## src/rtl/program_loader_if.sv

```systemverilog
// Signal bundle between a byte-stream program source and the program loader,
// including the instruction-memory write port and processor hold/status.
interface program_loader_if;
    logic        start_load;
    logic [7:0]  byte_in;
    logic        byte_valid;
    logic        load_end;
    logic        byte_ready;
    logic [7:0]  im_addr;
    logic [15:0] im_data;
    logic        im_we;
    logic        cpu_hold;
    logic        done;
    logic        err;
    logic [8:0]  word_count;
    logic [7:0]  checksum;

    modport slave (
        input  start_load, byte_in, byte_valid, load_end,
        output byte_ready, im_addr, im_data, im_we, cpu_hold, done, err,
               word_count, checksum
    );

    modport master (
        output start_load, byte_in, byte_valid, load_end,
        input  byte_ready, im_addr, im_data, im_we, cpu_hold, done, err,
               word_count, checksum
    );
endinterface

```

## src/rtl/program_loader.sv

```systemverilog
// Loads big-endian 16-bit instructions from a byte stream into instruction
// memory while holding the processor, then releases it to run from address 0.
module program_loader #(
    parameter logic [7:0] LAST_ADDR = 8'hFF
) (
    input logic             clk,
    input logic             rst_n,
    program_loader_if.slave bus
);
    typedef enum logic [2:0] {IDLE, LOAD_HI, LOAD_LO, WRITE, RUN} state_t;

    state_t      state_q, state_d;
    logic [7:0]  im_addr_q, im_addr_d;
    logic [15:0] im_data_q, im_data_d;
    logic [8:0]  word_count_q, word_count_d;
    logic [7:0]  checksum_q, checksum_d;
    logic        err_q, err_d;
    logic        loading;
    logic        accept;

    assign loading = (state_q == LOAD_HI) || (state_q == LOAD_LO);
    // load_end takes priority over a byte offered in the same cycle, so refuse it
    assign bus.byte_ready = loading && !bus.load_end;
    assign accept         = bus.byte_ready && bus.byte_valid;

    always_comb begin
        // NOTE: every _d takes its hold value first so no path infers a latch.
        state_d      = state_q;
        im_addr_d    = im_addr_q;
        im_data_d    = im_data_q;
        word_count_d = word_count_q;
        checksum_d   = checksum_q;
        err_d        = err_q;

        case (state_q)
            IDLE, RUN: begin
                if (bus.start_load) begin
                    state_d      = LOAD_HI;
                    im_addr_d    = 8'h00;
                    word_count_d = 9'd0;
                    checksum_d   = 8'h00;
                    err_d        = 1'b0;
                end
            end
            LOAD_HI: begin
                if (bus.load_end) begin
                    state_d = RUN;
                end else if (accept) begin
                    im_data_d[15:8] = bus.byte_in;
                    checksum_d      = checksum_q ^ bus.byte_in;
                    state_d         = LOAD_LO;
                end
            end
            LOAD_LO: begin
                if (bus.load_end) begin
                    err_d   = 1'b1;
                    state_d = IDLE;
                end else if (accept) begin
                    im_data_d[7:0] = bus.byte_in;
                    checksum_d     = checksum_q ^ bus.byte_in;
                    state_d        = WRITE;
                end
            end
            WRITE: begin
                word_count_d = word_count_q + 9'd1;
                if (im_addr_q == LAST_ADDR) begin
                    state_d = RUN;
                end else begin
                    im_addr_d = im_addr_q + 8'd1;
                    state_d   = LOAD_HI;
                end
            end
            default: state_d = IDLE;
        endcase
    end

    always_ff @(posedge clk or negedge rst_n) begin
        if (!rst_n) begin
            state_q      <= IDLE;
            im_addr_q    <= 8'h00;
            im_data_q    <= 16'h0000;
            word_count_q <= 9'd0;
            checksum_q   <= 8'h00;
            err_q        <= 1'b0;
        end else begin
            // NOTE: non-blocking so every flop samples the pre-edge values.
            state_q      <= state_d;
            im_addr_q    <= im_addr_d;
            im_data_q    <= im_data_d;
            word_count_q <= word_count_d;
            checksum_q   <= checksum_d;
            err_q        <= err_d;
        end
    end

    assign bus.im_addr    = im_addr_q;
    assign bus.im_data    = im_data_q;
    assign bus.im_we      = (state_q == WRITE);
    assign bus.cpu_hold   = (state_q != RUN);
    assign bus.done       = (state_q == RUN);
    assign bus.err        = err_q;
    assign bus.word_count = word_count_q;
    assign bus.checksum   = checksum_q;
endmodule
```

## src/flat_wrapper.sv

```systemverilog
// flat-port wrapper written by rule: the top's interface ports become plain ports
module program_loader_flat 
#(
    parameter logic [7:0] LAST_ADDR = 8'hFF
)
  (clk, rst_n, bus_start_load, bus_byte_in, bus_byte_valid, bus_load_end, bus_byte_ready, bus_im_addr, bus_im_data, bus_im_we, bus_cpu_hold, bus_done, bus_err, bus_word_count, bus_checksum);
  program_loader_if bus_i ();
  input logic clk;
  input logic rst_n;
  input wire logic [$bits(bus_i.start_load)-1:0] bus_start_load;
  input wire logic [$bits(bus_i.byte_in)-1:0] bus_byte_in;
  input wire logic [$bits(bus_i.byte_valid)-1:0] bus_byte_valid;
  input wire logic [$bits(bus_i.load_end)-1:0] bus_load_end;
  output wire logic [$bits(bus_i.byte_ready)-1:0] bus_byte_ready;
  output wire logic [$bits(bus_i.im_addr)-1:0] bus_im_addr;
  output wire logic [$bits(bus_i.im_data)-1:0] bus_im_data;
  output wire logic [$bits(bus_i.im_we)-1:0] bus_im_we;
  output wire logic [$bits(bus_i.cpu_hold)-1:0] bus_cpu_hold;
  output wire logic [$bits(bus_i.done)-1:0] bus_done;
  output wire logic [$bits(bus_i.err)-1:0] bus_err;
  output wire logic [$bits(bus_i.word_count)-1:0] bus_word_count;
  output wire logic [$bits(bus_i.checksum)-1:0] bus_checksum;
  assign bus_i.start_load = bus_start_load;
  assign bus_i.byte_in = bus_byte_in;
  assign bus_i.byte_valid = bus_byte_valid;
  assign bus_i.load_end = bus_load_end;
  assign bus_byte_ready = bus_i.byte_ready;
  assign bus_im_addr = bus_i.im_addr;
  assign bus_im_data = bus_i.im_data;
  assign bus_im_we = bus_i.im_we;
  assign bus_cpu_hold = bus_i.cpu_hold;
  assign bus_done = bus_i.done;
  assign bus_err = bus_i.err;
  assign bus_word_count = bus_i.word_count;
  assign bus_checksum = bus_i.checksum;
  program_loader #(.LAST_ADDR(LAST_ADDR)) u_core (.clk(clk), .rst_n(rst_n), .bus(bus_i));
endmodule
```

## config.mk

```make
export PLATFORM = sky130hd
export DESIGN_NAME = program_loader_flat
export DESIGN_NICKNAME = d
export VERILOG_FILES = /design/src/rtl/program_loader_if.sv /design/src/rtl/program_loader.sv /design/src/flat_wrapper.sv
export SDC_FILE = /design/constraint.sdc
export NUM_CORES = 1
export LEC_CHECK = 0
export ABC_AREA = 1
export CAP_MARGIN = 20
export CORE_UTILIZATION = 52
export DETAILED_ROUTE_END_ITERATION = 8
export GPL_TIMING_DRIVEN = 1
export PLACE_DENSITY = 0.83
export SYNTH_ARGS = -nofsm -noshare
export SYNTH_HDL_FRONTEND = slang
export SYNTH_SLANG_ARGS = --single-unit
```

## constraint.sdc

```tcl
create_clock -name clk -period 3.1 [get_ports clk]
set_clock_uncertainty 0.2 [all_clocks]
set_input_delay 0.93 -clock clk [delete_from_list [all_inputs] [get_ports clk]]
set_output_delay 0.93 -clock clk [all_outputs]
set_load 0.05 [all_outputs]
```

# --- Word-level counts from Yosys, hierarchy flattened ---
# Index checks and enable logic that the tools add are counted.
classes:
  shifts: 0
  multipliers: 0
  reduce_logical: 17
  n_bitwise: 2
  add_sub_neg: 2
  n_div: 0
  n_lt_le_gt_ge: 0
  mux: 18
  eq_ne: 13
ops:
  columns: ["operator", "n"]
  rows:
  - ["8-bit 2-to-1 mux", 4]
  - ["8-bit one-hot mux with 2 select lines", 2]
  - ["3-bit 2-to-1 mux", 6]
  - ["9-bit one-hot mux with 2 select lines", 1]
  - ["3-bit AND reduction", 5]
  - ["3-bit one-hot mux with 4 select lines", 1]
  - ["9-bit by 1-bit adder with 9-bit output (second input constant)", 1]
  - ["9-bit 2-to-1 mux", 1]
  - ["8-bit by 1-bit adder with 8-bit output (second input constant)", 1]
  - ["8-bit == test (second input constant)", 1]
  - ["2-bit inequality test (second input constant)", 4]
  - ["8-bit XOR", 1]
  - ["3-bit by 2-bit == test with 1-bit output (second input constant)", 2]
  - ["3-bit by 2-bit inequality test with 1-bit output (second input constant)", 2]
  - ["2-bit nonzero test", 3]
  - ["4-bit AND reduction", 1]
  - ["2-bit OR reduction", 2]
  - ["3-bit by 1-bit == test with 1-bit output (second input constant)", 1]
  - ["3-bit == test (second input constant)", 1]
  - ["3-bit logical NOT", 1]
  - ["3-bit inequality test (second input constant)", 1]
  - ["1-bit logical AND", 2]
  - ["1-bit 2-to-1 mux", 2]
  - ["2-bit by 1-bit inequality test with 1-bit output (second input constant)", 1]
  - ["other kinds (5)", 5]
totals:
  wordCells: 59
  reg_bits: 45
  input_bits: 13
  romBits: 0
  latchBits: 0
  ramBits: 0
  n_memories: 0

# --- Logic depth before layout (Yosys ltp) ---
depth:
  ltp_word: 7
  ltp_mapped: 9
  mapped_depth_nobuf: 9

# --- Least setup slack after synthesis ---
# Ideal clock, no wire load.
synth_path:
  kind: "register to output"
  startpoint: "reg u_core.state_q[0]"
  endpoint: "out bus_cpu_hold"
  setup_slack_ns: 0.202
  t_arrival_ns: 1.768
  stages_incl_launch_ff: 5
  required_ns: 1.970
  cell_sequence: "dfrtp_1 > nor2_1 > inv_2 > nor2_1 > inv_1"
synth_via:
  elab_chain_cells: 1
synth_rtl:
  columns: ["element", "line", "rtl"]
  rows:
  - ["start: declaration", "program_loader.sv:12", "state_t state_q, state_d;"]
  - ["start signal: assignment", "program_loader.sv:87", "state_q <= state_d;"]
  - ["3-bit inequality test", "program_loader.sv:99", "assign bus.cpu_hold = (state_q != RUN);"]
  - ["end: declaration", "flat_wrapper.sv:18", "output wire logic [$bits(bus_i.cpu_hold)-1:0] bus_cpu_hold;"]
# Every way passes these cells.

# --- Worst setup path after layout ---
layout_path:
  startpoint: "in bus_load_end"
  endpoint: "out bus_byte_ready"
layout_via:
  elab_chain_cells: 2
layout_rtl:
  columns: ["element", "line", "rtl"]
  rows:
  - ["start: declaration", "flat_wrapper.sv:13", "input wire logic [$bits(bus_i.load_end)-1:0] bus_load_end;"]
  - ["1-bit logical NOT", "program_loader.sv:23", "assign bus.byte_ready = loading && !bus.load_end;"]
  - ["1-bit logical AND", "program_loader.sv:23", null]
  - ["end: declaration", "flat_wrapper.sv:14", "output wire logic [$bits(bus_i.byte_ready)-1:0] bus_byte_ready;"]
# Every way passes these cells.

==> metrics <==
outcome finished clean; gr usage total 23.99%; Hold Crit Start u_core.bus.im_data[1]; syn_area_per_cell ~7.9 sq um; kind of end point of the critical path primary output; Top FF cell, synth dfrtp_1; Fmax between 300 and 400 MHz; ratio of final minimum period to clock period 95.79%; WS Path Type in -> out; initial antenna violation count 0; via count just over 2k; Max Root-Sink Buffers 2; P&R area growth vs syn 34.28%; fin nets between 300 and 400; Finished Core Util 74.79%; CP Cell Sequence clkdlybuf4s50_1 -> a21oi_1 -> buf_12; CTS tree done; Slowest-stage cell, CP clkdlybuf4s50_1; Comb pwr share between 50% and 60%; synthesized flop and latch total 45; Fill cells roughly 310; most frequent cells after synthesis 113 x nand2_1, 45 x dfrtp_1, 24 x inv_1, 24 x nand3_1, 18 x nor2_1; Hold Path Class reg -> reg; full die area approximately 0.0047 sq mm; Critical Path Max Stage Delay 0.42 ns; diode count 0; area leader, netlist dfrtp_1; Final Critical Period 2.969 ns; DRT Pass-1 Iters 4; Lkg Pwr 1.546 nW; die width ~68 um; WHS Path Cells 2; Area contributors post-synth dfrtp_1 49%, nand2_1 19%, nand3_1 5.2%, inv_1 3.9%, xor2_1 3.1%; vias in the first global route approximately 1.8k; first-pass GRT wire length 8211 um; root buf cell clkbuf_8; FF-to-FF path depth 7; Slew @ Worst Pin between 0.5 and 0.6 ns; VDD IR-drop max roughly 580 uV; row cnt 23; placed cell areas just under 0.003 sq mm; Post-synth ARST share 100.0%; sequential area share after synthesis about half; critical path required time approximately 2.0 ns; Post-CTS Resized 0; CP Max Fanout 2; Ys Warns 0; Starting Density between 50% and 60%; final hold viol count 0; syn nets between 300 and 400; R2R Path Start u_core.bus.im_addr[0]; cell area after layout a little over 0.003 sq mm; max-cap viol count 0; fin. max-slew vios 0; Max-Slew Margin vs Limit 65.65%; Reg power frac a little under a third; crit path DAT between 1.5 and 2 ns; clk_lat worst skew about 0.30 ns; Clock Power Share between 15 and 20%; count of final setup violators 0; I/O Pins around 60; Core Region approximately 0.004 sq mm; die height 68.40 um; Power Internal between 1 and 1.5 mW; cts bufs inserted 5; leading cell type by number of instances after synthesis nand2_1; Syn Inst Count 290; PwrDens 922.6 mW/mm^2; quantity of hold-fixing buffers added after cts 0; r2r endpoint u_core.bus.im_addr[3]; Port Buffer Count just under 60; RePlAce Congestion between 0.8 and 0.9; startpoint types input port; pre-CTS setup slack 0.1489 ns; # H-tree levels 2; Hold Path End u_core.bus.im_data[1]; drc violations 0; total grt overflow 0; Setup TNS 0 ns; Yosys top cell area share roughly half; sw frac around 47%; WL final ~5200 um; clock sinks 45; DP HPWL around 3700 um; Distinct cells, synth 24; share of layout cells above drive strength 1 10.08%; clk slew on worst S/H paths ~0.080 ns; Antenna Violating Nets Remaining 0; number of synthesized flops with an enable pin 0; setup bufs post-CTS 0; Final Worst Setup Slack ~0.13 ns; Avg WL per Cell around 13 um; largest net degree at the start of global routing 46; DR vias/cell around 5.0; unrepaired setup endpoints after global routing no; Worst R2R Setup Slack approximately 1.4 ns; switching power roughly 1.3 mW; Iteration-0 DRC Markers 209; mapped cell area ~0.0023 sq mm
## registers in the layout, summed over array words and instances, names as in the netlist
name	flops
u_core.state_q	3
u_core.bus.im_addr	8
u_core.bus.im_data	16
u_core.bus.err	1
u_core.bus.checksum	8
u_core.bus.word_count	9
## cell usage in the layout (no fill, tap or decap), drive strengths merged
cell | Yosys | layout
nand2 | 117 | 117
clkdlybuf4s50 | 0 | 53
dfrtp | 45 | 45
inv | 32 | 32
nand3 | 28 | 28
nor2 | 20 | 20
o21ai | 16 | 16
nand3b | 9 | 9
buf | 4 | 9
xor2 | 8 | 8
clkbuf | 0 | 7
a21oi | 5 | 5
ha | 2 | 2
xnor2 | 1 | 1
nor3 | 1 | 1
o31ai | 1 | 1
nand4 | 1 | 1
bufinv | 0 | 1
dlymetal6s2s | 0 | 1
## worst max-delay path, delay by kind of cell
kind                   cells  cell delay (ns)
AO/OA/AOI/OAI              1             0.30
buffers and inverters      2             0.60
## layout make-up
type / count / area (sq um) / area share, %
Multi-Input combinational cell: 209 / 1020 / 33.13
Clock buffer: 7 / 86.33 / 2.805
Clock inverter: 1 / 30.03 / 0.9756
Inverter: 32 / 120.1 / 3.902
Timing Repair Buffer: 63 / 633.1 / 20.57
Tap cell: 50 / 62.56 / 2.033
Sequential cell: 45 / 1126 / 36.59
## cell families (layout without fill, tap and decap cells)
kind of cell,count (synthesis),in the layout,share of synthesized area (%)
AO/OA/AOI/OAI,22,22,5.240
adder cells (fa/ha/maj),2,2,1.092
flip-flops,45,45,49.13
XOR/XNOR,9,9,3.439
buffers and inverters,36,103,6.386
AND/OR/NAND/NOR,176,176,34.72
## stage by stage
stage                     hold slack (ns)  power [mW]  instances
after floorplan                    0.2909       1.912        290
after CTS                          0.2838       2.853        407
after global routing               0.3077       2.999        407
after global placement             0.2534       2.363        399
final                              0.2811       2.840        407
after detailed placement           0.2636       2.389        399
## power groups by stage
stage	Clock (mW)	Combinational (mW)	Sequential, mW
finish	0.457	1.51	0.868
global route	0.489	1.62	0.888
CTS	0.464	1.52	0.868
detailed placement	0	1.51	0.879
global placement	0	1.49	0.872
floorplan	0	0.542	1.37
## how the worst max path moves through the flow
stage                       from        endpoint  slack [ns]  cells past startpoint
2_1_floorplan  u_core.state_q[0]    bus_cpu_hold        0.20                      4
3_3_place_gp        bus_load_end  bus_byte_ready        0.19                      3
3_5_place_dp        bus_load_end  bus_byte_ready        0.15                      3
4_1_cts        u_core.state_q[0]    bus_cpu_hold        0.08                      5
5_1_grt             bus_load_end  bus_byte_ready        0.08                      3
6_report            bus_load_end  bus_byte_ready        0.13                      3
## layer usage
| layer | track usage, % | share of wire (%) |
|---|---|---|
| met2 | 36.40 | 46 |
| met4 | 8.594 | 1.1 |
| met3 | 5.667 | 5.2 |
| met5 | 0 | 0 |
| met1 | 33.19 | 47 |
Power figures use the tool's default switching activity.
